## src/rtl/irda_mir_tx_if.sv

```systemverilog
// Purpose : Bundles the MIR transmitter's command, FIFO and serial-line signals.
// Latency : None; wires only.
// Backpressure: None; FIFO flow is the txfifo_empty / txfifo_remove pop handshake.
// Ports (slave = transmitter side):
//   in : mir_txbit_enable, mir_tx_start, mir_tx_restart, mir_tx_len[15:0],
//        txfifo_dat_o[31:0], txfifo_empty
//   out: txfifo_remove, tx_o, mir_tx_busy, mir_tx_done, mir_tx_underrun
interface irda_mir_tx_if;
  logic        mir_txbit_enable;
  logic        mir_tx_start;
  logic        mir_tx_restart;
  logic [15:0] mir_tx_len;
  logic [31:0] txfifo_dat_o;
  logic        txfifo_empty;
  logic        txfifo_remove;
  logic        tx_o;
  logic        mir_tx_busy;
  logic        mir_tx_done;
  logic        mir_tx_underrun;

  // Controller / FIFO / modulator side.
  modport master (
    output mir_txbit_enable, mir_tx_start, mir_tx_restart, mir_tx_len,
           txfifo_dat_o, txfifo_empty,
    input  txfifo_remove, tx_o, mir_tx_busy, mir_tx_done, mir_tx_underrun
  );

  // Transmitter side.
  modport slave (
    input  mir_txbit_enable, mir_tx_start, mir_tx_restart, mir_tx_len,
           txfifo_dat_o, txfifo_empty,
    output txfifo_remove, tx_o, mir_tx_busy, mir_tx_done, mir_tx_underrun
  );
endinterface

```

## src/rtl/irda_mir_tx.sv

```systemverilog
// Purpose : MIR frame serialiser: STA_COUNT x 0x7E, bit-stuffed data + CRC-CCITT16 FCS, one 0x7E.
// Latency : first flag bit on the first mir_txbit_enable tick after an accepted start;
//           one line bit per tick, done pulse on the tick after the last stop-flag bit.
// Backpressure: none on the line; an empty FIFO at a word fetch aborts the frame (underrun).
// Ports:
//   clk, wb_rst_i (async, active-high)
//   bus (irda_mir_tx_if.slave): command in, show-ahead FIFO head in, pop strobe out,
//                               registered line bit tx_o, busy/done/underrun status out.
module irda_mir_tx #(
  parameter int unsigned STA_COUNT = 2
) (
  input  logic         clk,
  input  logic         wb_rst_i,
  irda_mir_tx_if.slave bus
);

  typedef enum logic [2:0] {
    S_IDLE,
    S_STA,
    S_DATA,
    S_FCS,
    S_STO,
    S_ABORT
  } state_t;

  localparam logic [7:0]  FLAG     = 8'h7E;
  localparam logic [15:0] CRC_POLY = 16'h8408;
  localparam logic [15:0] STA_LAST = 16'(STA_COUNT - 1);

  state_t      state_q, state_d;
  logic        tx_q, tx_d;
  logic        done_q, done_d;
  logic        underrun_q, underrun_d;
  logic [15:0] len_q, len_d;       // data bytes still to send
  logic [15:0] crc_q, crc_d;
  logic [31:0] word_q, word_d;     // word being serialised
  logic [3:0]  bit_q, bit_d;       // bit within byte/flag; 0..8 in STO/ABORT (8 = closing tick)
  logic [1:0]  byte_q, byte_d;     // byte within word
  logic [15:0] flag_q, flag_d;     // start flags already sent
  logic [4:0]  fcs_q, fcs_d;       // FCS bit pointer; 16 = only a trailing stuff bit remains
  logic [2:0]  ones_q, ones_d;     // consecutive transmitted ones

  logic        tick;
  logic        fetch;
  logic        remove;
  logic        data_bit;
  logic        fcs_bit;
  logic [15:0] crc_upd;

  assign tick = bus.mir_txbit_enable;

  // Current unstuffed bits and the serial CRC step for the data bit.
  assign data_bit = word_q[{byte_q, bit_q[2:0]}];
  assign fcs_bit  = ~crc_q[fcs_q[3:0]];
  assign crc_upd  = (crc_q >> 1) ^ ((crc_q[0] ^ data_bit) ? CRC_POLY : 16'h0000);

  always_comb begin
    state_d    = state_q;
    tx_d       = tx_q;
    done_d     = 1'b0;
    underrun_d = underrun_q;
    len_d      = len_q;
    crc_d      = crc_q;
    word_d     = word_q;
    bit_d      = bit_q;
    byte_d     = byte_q;
    flag_d     = flag_q;
    fcs_d      = fcs_q;
    ones_d     = ones_q;
    fetch      = 1'b0;
    remove     = 1'b0;

    if (bus.mir_tx_restart) begin
      // Silent abort: line idle immediately, underrun flag kept for software.
      state_d = S_IDLE;
      tx_d    = 1'b1;
      len_d   = '0;
      crc_d   = '0;
      word_d  = '0;
      bit_d   = '0;
      byte_d  = '0;
      flag_d  = '0;
      fcs_d   = '0;
      ones_d  = '0;
    end else begin
      unique case (state_q)
        S_IDLE: begin
          if (bus.mir_tx_start) begin
            state_d    = S_STA;
            len_d      = bus.mir_tx_len;
            underrun_d = 1'b0;
            crc_d      = 16'hFFFF;
            bit_d      = '0;
            byte_d     = '0;
            flag_d     = '0;
            fcs_d      = '0;
            ones_d     = '0;
          end
        end

        S_STA: begin
          if (tick) begin
            tx_d = FLAG[bit_q[2:0]];
            if (bit_q[2:0] == 3'd7) begin
              bit_d  = '0;
              flag_d = flag_q + 16'd1;
              if (flag_q == STA_LAST) begin
                flag_d = '0;
                ones_d = '0;
                if (len_q != 16'd0) begin
                  fetch = 1'b1;
                end else begin
                  state_d = S_FCS;
                  fcs_d   = '0;
                end
              end
            end else begin
              bit_d = bit_q + 4'd1;
            end
          end
        end

        S_DATA: begin
          if (tick) begin
            if (ones_q == 3'd5) begin
              // Stuffed zero: pointer and CRC hold.
              tx_d   = 1'b0;
              ones_d = '0;
            end else begin
              tx_d   = data_bit;
              ones_d = data_bit ? ones_q + 3'd1 : 3'd0;
              crc_d  = crc_upd;
              if (bit_q[2:0] == 3'd7) begin
                bit_d  = '0;
                len_d  = len_q - 16'd1;
                byte_d = byte_q + 2'd1;
                if (len_q == 16'd1) begin
                  // Leftover bytes of the final word are dropped; ones count carries on.
                  state_d = S_FCS;
                  fcs_d   = '0;
                  byte_d  = '0;
                end else if (byte_q == 2'd3) begin
                  fetch = 1'b1;
                end
              end else begin
                bit_d = bit_q + 4'd1;
              end
            end
          end
        end

        S_FCS: begin
          if (tick) begin
            if (ones_q == 3'd5) begin
              tx_d   = 1'b0;
              ones_d = '0;
              if (fcs_q == 5'd16) begin
                state_d = S_STO;
                bit_d   = '0;
                fcs_d   = '0;
              end
            end else begin
              tx_d   = fcs_bit;
              ones_d = fcs_bit ? ones_q + 3'd1 : 3'd0;
              fcs_d  = fcs_q + 5'd1;
              // Last FCS bit: go straight to STO unless it completes a run of five ones,
              // in which case fcs_q parks at 16 and the stuff branch above closes out.
              if (fcs_q == 5'd15 && !(fcs_bit && ones_q == 3'd4)) begin
                state_d = S_STO;
                bit_d   = '0;
                fcs_d   = '0;
              end
            end
          end
        end

        S_STO: begin
          if (tick) begin
            if (bit_q == 4'd8) begin
              tx_d    = 1'b1;
              done_d  = 1'b1;
              state_d = S_IDLE;
              bit_d   = '0;
            end else begin
              tx_d  = FLAG[bit_q[2:0]];
              bit_d = bit_q + 4'd1;
            end
          end
        end

        S_ABORT: begin
          if (tick) begin
            tx_d = 1'b1;
            if (bit_q == 4'd8) begin
              state_d = S_IDLE;
              bit_d   = '0;
            end else begin
              bit_d = bit_q + 4'd1;
            end
          end
        end

        default: begin
          state_d = S_IDLE;
          tx_d    = 1'b1;
        end
      endcase

      // Word fetch always lands on a tick (STA end or last bit of a word).
      if (fetch) begin
        bit_d  = '0;
        byte_d = '0;
        if (!bus.txfifo_empty) begin
          word_d  = bus.txfifo_dat_o;
          remove  = 1'b1;
          state_d = S_DATA;
        end else begin
          underrun_d = 1'b1;
          state_d    = S_ABORT;
        end
      end
    end
  end

  always_ff @(posedge clk or posedge wb_rst_i) begin
    if (wb_rst_i) begin
      state_q    <= S_IDLE;
      tx_q       <= 1'b1;
      done_q     <= 1'b0;
      underrun_q <= 1'b0;
      len_q      <= '0;
      crc_q      <= '0;
      word_q     <= '0;
      bit_q      <= '0;
      byte_q     <= '0;
      flag_q     <= '0;
      fcs_q      <= '0;
      ones_q     <= '0;
    end else begin
      state_q    <= state_d;
      tx_q       <= tx_d;
      done_q     <= done_d;
      underrun_q <= underrun_d;
      len_q      <= len_d;
      crc_q      <= crc_d;
      word_q     <= word_d;
      bit_q      <= bit_d;
      byte_q     <= byte_d;
      flag_q     <= flag_d;
      fcs_q      <= fcs_d;
      ones_q     <= ones_d;
    end
  end

  // Pop is combinational so it coincides with the edge that latches the head word.
  assign bus.txfifo_remove   = remove;
  assign bus.tx_o            = tx_q;
  assign bus.mir_tx_busy     = (state_q != S_IDLE);
  assign bus.mir_tx_done     = done_q;
  assign bus.mir_tx_underrun = underrun_q;

endmodule
```

## src/flat_wrapper.sv

```systemverilog
// flat-port wrapper written by rule: the top's interface ports become plain ports
module irda_mir_tx_flat 
#(
  parameter int unsigned STA_COUNT = 2
)
  (clk, wb_rst_i, bus_mir_txbit_enable, bus_mir_tx_start, bus_mir_tx_restart, bus_mir_tx_len, bus_txfifo_dat_o, bus_txfifo_empty, bus_txfifo_remove, bus_tx_o, bus_mir_tx_busy, bus_mir_tx_done, bus_mir_tx_underrun);
  irda_mir_tx_if bus_i ();
  input  logic clk;
  input  logic wb_rst_i;
  input wire logic [$bits(bus_i.mir_txbit_enable)-1:0] bus_mir_txbit_enable;
  input wire logic [$bits(bus_i.mir_tx_start)-1:0] bus_mir_tx_start;
  input wire logic [$bits(bus_i.mir_tx_restart)-1:0] bus_mir_tx_restart;
  input wire logic [$bits(bus_i.mir_tx_len)-1:0] bus_mir_tx_len;
  input wire logic [$bits(bus_i.txfifo_dat_o)-1:0] bus_txfifo_dat_o;
  input wire logic [$bits(bus_i.txfifo_empty)-1:0] bus_txfifo_empty;
  output wire logic [$bits(bus_i.txfifo_remove)-1:0] bus_txfifo_remove;
  output wire logic [$bits(bus_i.tx_o)-1:0] bus_tx_o;
  output wire logic [$bits(bus_i.mir_tx_busy)-1:0] bus_mir_tx_busy;
  output wire logic [$bits(bus_i.mir_tx_done)-1:0] bus_mir_tx_done;
  output wire logic [$bits(bus_i.mir_tx_underrun)-1:0] bus_mir_tx_underrun;
  assign bus_i.mir_txbit_enable = bus_mir_txbit_enable;
  assign bus_i.mir_tx_start = bus_mir_tx_start;
  assign bus_i.mir_tx_restart = bus_mir_tx_restart;
  assign bus_i.mir_tx_len = bus_mir_tx_len;
  assign bus_i.txfifo_dat_o = bus_txfifo_dat_o;
  assign bus_i.txfifo_empty = bus_txfifo_empty;
  assign bus_txfifo_remove = bus_i.txfifo_remove;
  assign bus_tx_o = bus_i.tx_o;
  assign bus_mir_tx_busy = bus_i.mir_tx_busy;
  assign bus_mir_tx_done = bus_i.mir_tx_done;
  assign bus_mir_tx_underrun = bus_i.mir_tx_underrun;
  irda_mir_tx #(.STA_COUNT(STA_COUNT)) u_core (.clk(clk), .wb_rst_i(wb_rst_i), .bus(bus_i));
endmodule
```

## config.mk

```make
export PLATFORM = sky130hd
export DESIGN_NAME = irda_mir_tx_flat
export DESIGN_NICKNAME = d
export VERILOG_FILES = /design/src/rtl/irda_mir_tx_if.sv /design/src/rtl/irda_mir_tx.sv /design/src/flat_wrapper.sv
export SDC_FILE = /design/constraint.sdc
export NUM_CORES = 1
export LEC_CHECK = 0
export BUFFER_PORTS_ARGS = -buffer_cell sky130_fd_sc_hd__clkbuf_2
export CORE_MARGIN = 1.5
export CORE_UTILIZATION = 30
export DETAILED_ROUTE_END_ITERATION = 10
export PLACE_DENSITY_LB_ADDON = 0.05
export SETUP_SLACK_MARGIN = 0.5
export SLEW_MARGIN = 5
export SYNTH_ARGS = -nofsm -noshare
export SYNTH_HDL_FRONTEND = slang
export SYNTH_SLANG_ARGS = --single-unit
```

## constraint.sdc

```tcl
create_clock -name clk -period 3.5 [get_ports clk]
set_clock_uncertainty 0.2 [all_clocks]
set_input_delay 0.35 -clock clk [delete_from_list [all_inputs] [get_ports clk]]
set_output_delay 0.35 -clock clk [all_outputs]
set_load 0.05 [all_outputs]
```

==> flow_summary.yaml <==
final_layout:
  fin_nets: 747
  drive_gt1_frac: 0.179
  syn2layout_area_growth_pct: 20.7
  final_cell_mix: "dfrtp_1 (97), nor2_1 (67), clkbuf_2 (57)"
  nFillCells: 1877
  antennaDiodeCount: 0
  mostFrequentLayoutCell: "dfrtp_1"
critical_path:
  critPathMaxFanout: 6
  crit_path_end_kind: "output pin"
  r2r_cells: 5
  crit_path_end: "bus_txfifo_remove"
  rr_startpoint: "u_core.fcs_q[0]$_DFFE_PP0P_"
  ff2ff_setup_slack_ns: 0.65
  startpoint: "u_core.len_q[10]$_DFFE_PP0P_"
  path_class: "reg -> out"
  required_ns: 2.95
  start_kind: "flip-flop"
  r2r_end: "u_core.ones_q[0]$_DFFE_PP0P_"
  arrival_ns: 2.42
logic_synthesis:
  yosys_warnings: 0
  synth_seq_cells: 100
  synth_nets: 672
  synth_area_um2: 5630
  syn_avg_cell_area_um2: 9.35
  async_reset_ff_frac: 1.00
  ys_seq_area_frac: 0.445
  synth_ff_type: "dfrtp_1"
  synthCells: 602
  synth-edff-count: 0
  synth_cell_types: 64
drt:
  viasPerCell: 5.29
  final_antenna_net_count: 0
  drtIter0Drc: 317
  firstDrtPassIters: 6
  post_drt_wl_per_cell_um: 16.9
  drc: 0
  wl_um: 15400
  vias: 4815
die:
  die-area_um2: 19600
  start_util: 0.310
  pin_count: 59
  num_rows: 49
  core_area_um2: 18100
  dieHeight_um: 140
  die_w_um: 140
global_routing:
  grt_max_degree: 58
  antenna_found_initial: 0
  overflow: 0
  first_global_vias: 4734
  track_usage: 0.163
  grt_first_pass_wirelength_um: 25500
pwr:
  p_leak_nw: 3.01
  power.total_w: 0.00390
  power_density_nw_per_um2: 574
  vdd_ir_drop_max_mv: 0.309
sta:
  slew_headroom: 0.430
  period_needed_ns: 2.97
  hold_violations: 0
  setup_viol: 0
  hold_slack_ns: 0.0105
  timing.final.crit_share: 0.848
  max_freq_mhz: 337
  drv_slew: 0
  setup_slack_ns: 0.532
  rsz0062_at_grt: "true"
  tightest_slew_ns: 0.853
  tns_ns: 0
status:
  status: "complete, no violations"
clock_network:
  tritoncts: "done"
  cts_buffers: 9
  clk_latency_ns: 0.36
  clock_path_buffers: 2
  cts_num_sinks: 100
  root_buffer: "clkbuf_16"
  clk_pin_slew_worst_paths_ns: 0.09
  htree_num_levels: 3
placed_design:
  place_hpwl_um: 10700
  numPortBuffers: 58
  pre_cts_slack_ns: 0.412
  gp_congestion: 0.745
hold_path:
  hold_path.class: "in -> reg"
run:
  drv_cap: 0
-- stage by stage --
stage / instances / utilization / instance area (um2)
after CTS: 907 / 0.371 / 6720
after global routing: 911 / 0.374 / 6790
final: 911 / 0.374 / 6790
after detailed placement: 872 / 0.342 / 6210
after floorplan: 602 / - / 5630
after global placement: 872 / 0.342 / 6210
-- state kept, by name, summed over array words and instances, names as in the netlist --
name,cells
u_core.word_q,32
u_core.crc_q,16
u_core.flag_q,16
u_core.bit_q,4
u_core.bus.tx_o,1
u_core.bus.mir_tx_underrun,1
u_core.len_q,16
u_core.byte_q,2
u_core.state_q,3
u_core.ones_q,3
u_core.bus.mir_tx_done,1
u_core.fcs_q,5
-- critical path: stages (launching register included) --
cell and delay, ns:
dfrtp_1 0.45, nor4_1 0.25, buf_4 0.18, and4_2 0.32, a211oi_2 0.10, o2111a_2 0.33
nand2b_1 0.17, nor2_4 0.06, clkbuf_8 0.19
-- layout make-up --
cell class                 instances  area, um2  area share
clock inverter                     7       70.1      0.0103
tap                              229        287      0.0422
clock buffer                       9        225      0.0332
inverter                          20       78.8      0.0116
sequential                       100       2510       0.369
multi-input combinational        448       2970       0.437
timing repair buffer              98        657      0.0967
-- cells in the mapped netlist, types with 11 or more instances --
master	instances	share of area
dfrtp_1	99	0.44
nand3_1	16	0.014
a22o_1	34	0.053
mux2i_1	17	0.030
a21oi_1	39	0.035
nand2b_1	11	0.012
clkbuf_1	26	0.017
o21ai_0	54	0.048
nand2_1	48	0.032
o31ai_1	17	0.023
ha_1	16	0.036
and3_1	16	0.018
nor2_1	68	0.045
inv_1	20	0.013
-- layer usage --
| layer | global-route usage | part of all wire |
|---|---|---|
| met5 | 0 | 0 |
| met4 | 0.0460 | 0.011 |
| met1 | 0.240 | 0.51 |
| met2 | 0.244 | 0.44 |
| met3 | 0.0287 | 0.033 |
-- cells by family after synthesis --
family          synth area share
simple gates               0.188
mux                       0.0603
fa+ha+maj                 0.0356
flops                      0.445
compound gates             0.220
buf+inv                   0.0387
xor+xnor                  0.0125
-- power by group --
group	leakage, nW	internal (W)	total, W	switching [W]
combinational	1.52	0.000525	0.00137	0.000849
sequential	1.34	0.00132	0.00150	0.000182
clock	0.144	0.000509	0.00103	0.000519
-- timing repair --
| item | in CTS | in global routing |
|---|---|---|
| hold buffers | 18 | 0 |
| gates resized for setup | 7 | 9 |
| setup endpoints to repair | 7 | 33 |
| buffers inserted | 1 | 4 |
| cloned | 0 | 0 |
| hold endpoints to repair | 32 | 0 |
| pin swaps | 2 | 5 |
-- worst min path at each step --
stage,cells after the start,end,slack [ns],start
2_1_floorplan,2,u_core.crc_q[1]$_DFFE_PP0P_,0.26,u_core.crc_q[1]$_DFFE_PP0P_
3_3_place_gp,2,u_core.len_q[2]$_DFFE_PP0P_,0.18,wb_rst_i
3_5_place_dp,2,u_core.len_q[1]$_DFFE_PP0P_,0.18,wb_rst_i
4_1_cts,2,u_core.word_q[19]$_DFFE_PP0P_,0.002,bus_txfifo_dat_o[19]
5_1_grt,2,u_core.word_q[19]$_DFFE_PP0P_,0.007,bus_txfifo_dat_o[19]
6_report,2,u_core.word_q[19]$_DFFE_PP0P_,0.01,bus_txfifo_dat_o[19]
(Power assumes the default switching activity.)
